==> config.mk <==
export PLATFORM = sky130hd
export DESIGN_NAME = mio_bus_ctrl
export DESIGN_NICKNAME = d
export VERILOG_FILES = /design/src/rtl/mio_bus_ctrl.sv
export SDC_FILE = /design/constraint.sdc
export NUM_CORES = 1
export LEC_CHECK = 0
export ABC_AREA = 1
export BUFFER_PORTS_ARGS = -buffer_cell sky130_fd_sc_hd__clkbuf_2
export CAP_MARGIN = 20
export CORE_MARGIN = 10
export CORE_UTILIZATION = 46
export CTS_CLUSTER_SIZE = 14
export DETAILED_ROUTE_END_ITERATION = 12
export PLACE_DENSITY_LB_ADDON = 0.08
export RECOVER_POWER = 100
export SLEW_MARGIN = 0
export SYNTH_ARGS = -nofsm -noshare
export SYNTH_HDL_FRONTEND = slang
export SYNTH_SLANG_ARGS = --single-unit
==> constraint.sdc <==
create_clock -name clk -period 3.3 [get_ports clk]
set_clock_uncertainty 0.05 [all_clocks]
set_input_delay 0.33 -clock clk [delete_from_list [all_inputs] [get_ports clk]]
set_output_delay 0.33 -clock clk [all_outputs]
set_load 0.01 [all_outputs]
==> src/rtl/mio_bus_ctrl.sv <==
// CPU memory/IO bus controller: decodes one word request per access and routes it
// to word RAM (multi-cycle), the LED/switch GPIO port or the timer/counter.
module mio_bus_ctrl #(
    parameter int unsigned RAM_WAIT = 2
) (
    input  logic        clk,
    input  logic        rst,
    input  logic        CPU_MIO,
    input  logic        MemRW,
    input  logic [31:0] Addr_in,
    input  logic [31:0] Data_in,
    output logic [31:0] Cpu_data_out,
    output logic        MIO_ready,
    output logic        ram_we,
    output logic [9:0]  ram_addr,
    output logic [31:0] ram_din,
    input  logic [31:0] ram_dout,
    output logic [15:0] LED_out,
    input  logic [15:0] GPIO_sw,
    output logic        counter_we,
    output logic [31:0] counter_din,
    input  logic [31:0] counter_val
);

    localparam logic [2:0] WAIT_INIT = 3'(RAM_WAIT);

    typedef enum logic [1:0] {IDLE, WAIT, DONE} state_t;
    typedef enum logic [1:0] {R_RAM, R_GPIO, R_CNT, R_NONE} region_t;

    typedef struct packed {
        region_t     region;
        logic        rw;
        logic [9:0]  word;
        logic [31:0] data;
    } req_t;

    state_t     state, state_d;
    logic [2:0] wait_cnt;
    req_t       req_q;
    region_t    in_region;
    logic       accept;
    logic       ram_last;

    // Byte-address decode; bits [1:0] never take part since accesses are whole words.
    always_comb begin
        in_region = R_NONE;
        if (Addr_in[31:12] == 20'h0)
            in_region = R_RAM;
        else if (Addr_in[31:2] == 30'h3C00_0000)
            in_region = R_GPIO;
        else if (Addr_in[31:2] == 30'h3C00_0001)
            in_region = R_CNT;
    end

    assign accept   = (state == IDLE) && CPU_MIO;
    assign ram_last = (state == WAIT) && (wait_cnt <= 3'd1);

    always_comb begin
        state_d    = state;
        ram_we     = 1'b0;
        counter_we = 1'b0;
        MIO_ready  = 1'b0;
        case (state)
            IDLE: begin
                if (CPU_MIO)
                    state_d = (in_region == R_RAM) ? WAIT : DONE;
            end
            WAIT: begin
                // Counter still holds its load value only on the first wait cycle.
                ram_we = req_q.rw && (wait_cnt == WAIT_INIT);
                if (wait_cnt <= 3'd1)
                    state_d = DONE;
            end
            DONE: begin
                MIO_ready  = 1'b1;
                counter_we = req_q.rw && (req_q.region == R_CNT);
                state_d    = IDLE;
            end
            default: state_d = IDLE;
        endcase
    end

    always_ff @(posedge clk or posedge rst) begin
        if (rst) begin
            state    <= IDLE;
            wait_cnt <= 3'd0;
        end else begin
            state <= state_d;
            if (accept && in_region == R_RAM)
                wait_cnt <= WAIT_INIT;
            else if (state == WAIT)
                wait_cnt <= wait_cnt - 3'd1;
        end
    end

    always_ff @(posedge clk or posedge rst) begin
        if (rst) begin
            req_q <= '{region: R_NONE, rw: 1'b0, word: '0, data: '0};
        end else if (accept) begin
            req_q <= '{region: in_region, rw: MemRW, word: Addr_in[11:2], data: Data_in};
        end
    end

    // Read data is committed on the cycle the request resolves; writes leave it untouched.
    always_ff @(posedge clk or posedge rst) begin
        if (rst) begin
            Cpu_data_out <= 32'h0;
            LED_out      <= 16'h0;
        end else begin
            if (accept && !MemRW) begin
                case (in_region)
                    R_GPIO:  Cpu_data_out <= {16'h0, GPIO_sw};
                    R_CNT:   Cpu_data_out <= counter_val;
                    R_NONE:  Cpu_data_out <= 32'h0;
                    default: Cpu_data_out <= Cpu_data_out;
                endcase
            end else if (ram_last && !req_q.rw) begin
                Cpu_data_out <= ram_dout;
            end
            if (accept && MemRW && in_region == R_GPIO)
                LED_out <= Data_in[15:0];
        end
    end

    assign ram_addr    = req_q.word;
    assign ram_din     = req_q.data;
    assign counter_din = req_q.data;

endmodule
==> impl_results.md <==
* Total count of max-transition violations in the final report at 38
* Maximum fanout along the worst path at 23
* Most common cell in the netlist: nand2_1
* Synthesized netlist cell count at roughly 730
* Fmax at around 390 MHz
* Internal power summed over all cells at 2330 µW
* Sum of negative setup slack at 0 ns
* Count of endpoints failing setup in the final report at 0
* Worst setup path class: flop to flop
* Synth Cell Area at 5430 µm²
* Sequential share of power at 43.6%
* Total global-route track usage at 18.6%
* I/O Pins at 273
* Library cell with the largest summed area after synthesis: dfrtp_1
* CP Capture Type: flop
* Critical-path cell list: nor2_1 -> nand2_2 -> inv_1 -> nand2_2 -> nor2_1 -> nand2_1 -> nand2_1
* Via density at 4.67
* Violations in the final reports: max-capacitance violations, max-slew violations
* Layout area overhead at 19.8%
* Fraction of final layout cells with drive strength greater than 1 at 21.7%
* Synth Warn # at 0
* Top post-synthesis cells by count: nand2_1, dfrtp_1, nor2_1
* Root cell of the clock tree: clkbuf_16
* Avg Cell Area, Syn at 7.41 µm²
* Floorplan die width at 129 µm
* Crit start category: flop
* Die area at roughly 17000 µm²
* Pin count of the biggest net entering global routing at 53
* Total Wirelength at 16000 µm
* Cell types with the largest area share after synthesis: dfrtp_1, nand2_1, buf_4, nor2_1, nand3_1
* Post-detailed-route count of antenna-violating nets at 0
* Final #Nets at roughly 1100
* Routability congestion estimate from global placement at 0.798
* Via count of the routed design at 4981
* Static power due to leakage at 0.00352 µW
* WL/cell at about 15 µm
* Sequential area share after synthesis at a little under half
* Primary flip-flop cell chosen by synthesis mapping: dfrtp_1
* Clk buf depth at 2
* Kind of cell adding the most delay to the critical path: simple AND/OR/NAND/NOR gates
* Register bit count reported by yosys at 98
* Tightest Pin Transition at 1.75 ns
* Top-area cell type share of the netlist area at 44.3%
* Clock tree from TritonCTS: done
* Total congestion overflow after global routing at 0
* Number of distinct standard cells referenced by the synthesized netlist at 30
* Synth Net Count at 883
* Post-route setup slack at 0.755 ns
* Power per cell area at 507 nW/µm²
* Worst Hold Class: primary input to flop
* Slew Limit Headroom at -17.3%
* Number of global-route vias before repair at ~5000
* Drt first pass iters at 4
* Data required time at the worst endpoint at 3.54 ns
* Share of power burned in the clock network at 37.3%
* Final cycle utilization of the critical path at 77.1%
* H-Tree Level Count at 3
* Initial core utilization at 47.3%
* Signal arrival time at the worst endpoint at 2.78 ns
* Row Count at 39
* Slowest cell on the critical path: nor2_1
* Final critical-path required period at around 2.5 ns
* Final hold vios at 0
* Detailed-route DRC error count at 0
* Total CTS buffers at 9
* DPL Wire Length at 12300 µm
* Worst IR drop on VDD at 352 µV
* Number of buffer and inverter instances along the worst setup path at 1
* Async set-or-reset flop fraction in the synthesized netlist at 100%
* Number of port buffers at 270
* Floorplan die height at 129 µm
* Switching share of power at 29.3%
* Latest clock arrival within the worst-skew pair at 0.35 ns
* Outcome: finished, violations left
* Antenna violations before repair at 1
* DR iter-0 viols at approximately 350
* Largest stage delay on the critical path at 0.92 ns
* Max-cap check violation count at 1
* Core Footprint at 11500 µm²
* Clock sinks at 98
* Wire length of the first global-routing pass at 24700 µm
* Setup repair after global routing missed its margin: false
* Worst setup slack before clock tree synthesis at 0.887 ns
* Clk slew on worst S/H paths at ~0.07 ns
* Net Sw Power at ~960 µW
* Combinational share of power at 19.1%
* Number of enable flip-flop cells after synthesis at 0
## routing by layer
layer  share of wire, %  wire length, µm  vias to the layer above  global-route usage (%)
li1                   -                -                     2519                       -
met1                 38             6110                     2271                    19.5
met2                 50             7990                      171                    32.4
met3                9.8             1570                       20                    7.56
met4                2.0              324                        0                    7.47
met5                  0                0                        -                       0
## path summary, 6_finish.rpt
check                                       from                           to  slack, ns  cells past startpoint
min                                  Data_in[29]  counter_din[29]$_DFFE_PP0P_       0.12                      3
min reg2reg                req_q[43]$_DFFE_PP1P_        req_q[43]$_DFFE_PP1P_       0.42                      2
max reg2reg                 state[0]$_DFFE_PP0P_       LED_out[4]$_DFFE_PP0P_       0.75                      7
min in group asynchronous                    rst  Cpu_data_out[3]$_DFFE_PP0P_       0.89                      3
max in group asynchronous                    rst      LED_out[12]$_DFFE_PP0P_       1.15                      5
max                         state[0]$_DFFE_PP0P_       LED_out[4]$_DFFE_PP0P_       0.75                      7
## layout by cell type (no fill, tap or decap), drive strengths merged, types with 3 or more instances in the layout
cell type,netlist,layout
bufinv,0,3
dfrtp,96,96
or2,16,16
buf,94,3
o21ai,28,28
nor2,103,103
ha,3,3
nor3,4,4
clkbuf,8,282
inv,49,51
nand2,282,282
nand3,41,41
## power by group through the flow
stage	combinational (µW)	clock [µW]	sequential [µW]
after floorplan	467	0	1480
after global placement	687	0	1450
after detailed placement	699	0	1460
after CTS	701	1250	1440
after global routing	722	1300	1460
final	631	1230	1440
## layout make-up
| class | instances | area [µm²] |
|---|---|---|
| Antenna cell | 1 | 2.50 |
| Clock buffer | 9 | 225 |
| Clock inverter | 7 | 124 |
| Fill cell | 1188 | 4970 |
| Inverter | 49 | 185 |
| Multi-Input combinational cell | 483 | 2070 |
| Sequential cell | 98 | 2450 |
| Tap cell | 143 | 179 |
| Timing Repair Buffer | 277 | 1260 |
## through the flow
| stage | hold slack (ns) | std cells | total power [µW] | utilization, % | instance area, µm² |
|---|---|---|---|---|---|
| after CTS | 0.112 | 1066 | 3390 | 58.3 | 6680 |
| after global placement | 0.410 | 1048 | 2140 | 54.9 | 6290 |
| after global routing | 0.125 | 1067 | 3470 | 56.7 | 6500 |
| after detailed placement | 0.341 | 1049 | 2160 | 55.1 | 6320 |
| final | 0.122 | 1067 | 3290 | 56.7 | 6500 |
| after floorplan | 0.390 | 732 | 1940 | - | 5430 |
## cell families after synthesis
| kind of cell | after synthesis | synth area share, % |
|---|---|---|
| flops | 98 | 45.2 |
| buf+inv | 151 | 16.5 |
| fa+ha+maj | 3 | 0.692 |
| xor+xnor | 1 | 0.161 |
| compound gates | 32 | 3.02 |
| simple gates | 447 | 34.4 |
## registers in the layout, indices dropped and copies added (netlist names)
signal	cells
LED_out	16
state	2
counter_din	32
Cpu_data_out	32
req_q	3
ram_addr	10
wait_cnt	3
## tightest hold or removal path: cells and delay by family
family                 cells  cell delay, ns
and+or+nand+nor            2            0.08
buffers and inverters      1            0.08
## what timing repair did
item                                    CTS  global route
hold buffers                              1             0
resized for setup                         0             0
endpoints found under the setup margin    0             0
setup buffers                             0             0
hold endpoints to repair                 36             0
(Power assumes the default switching activity.)
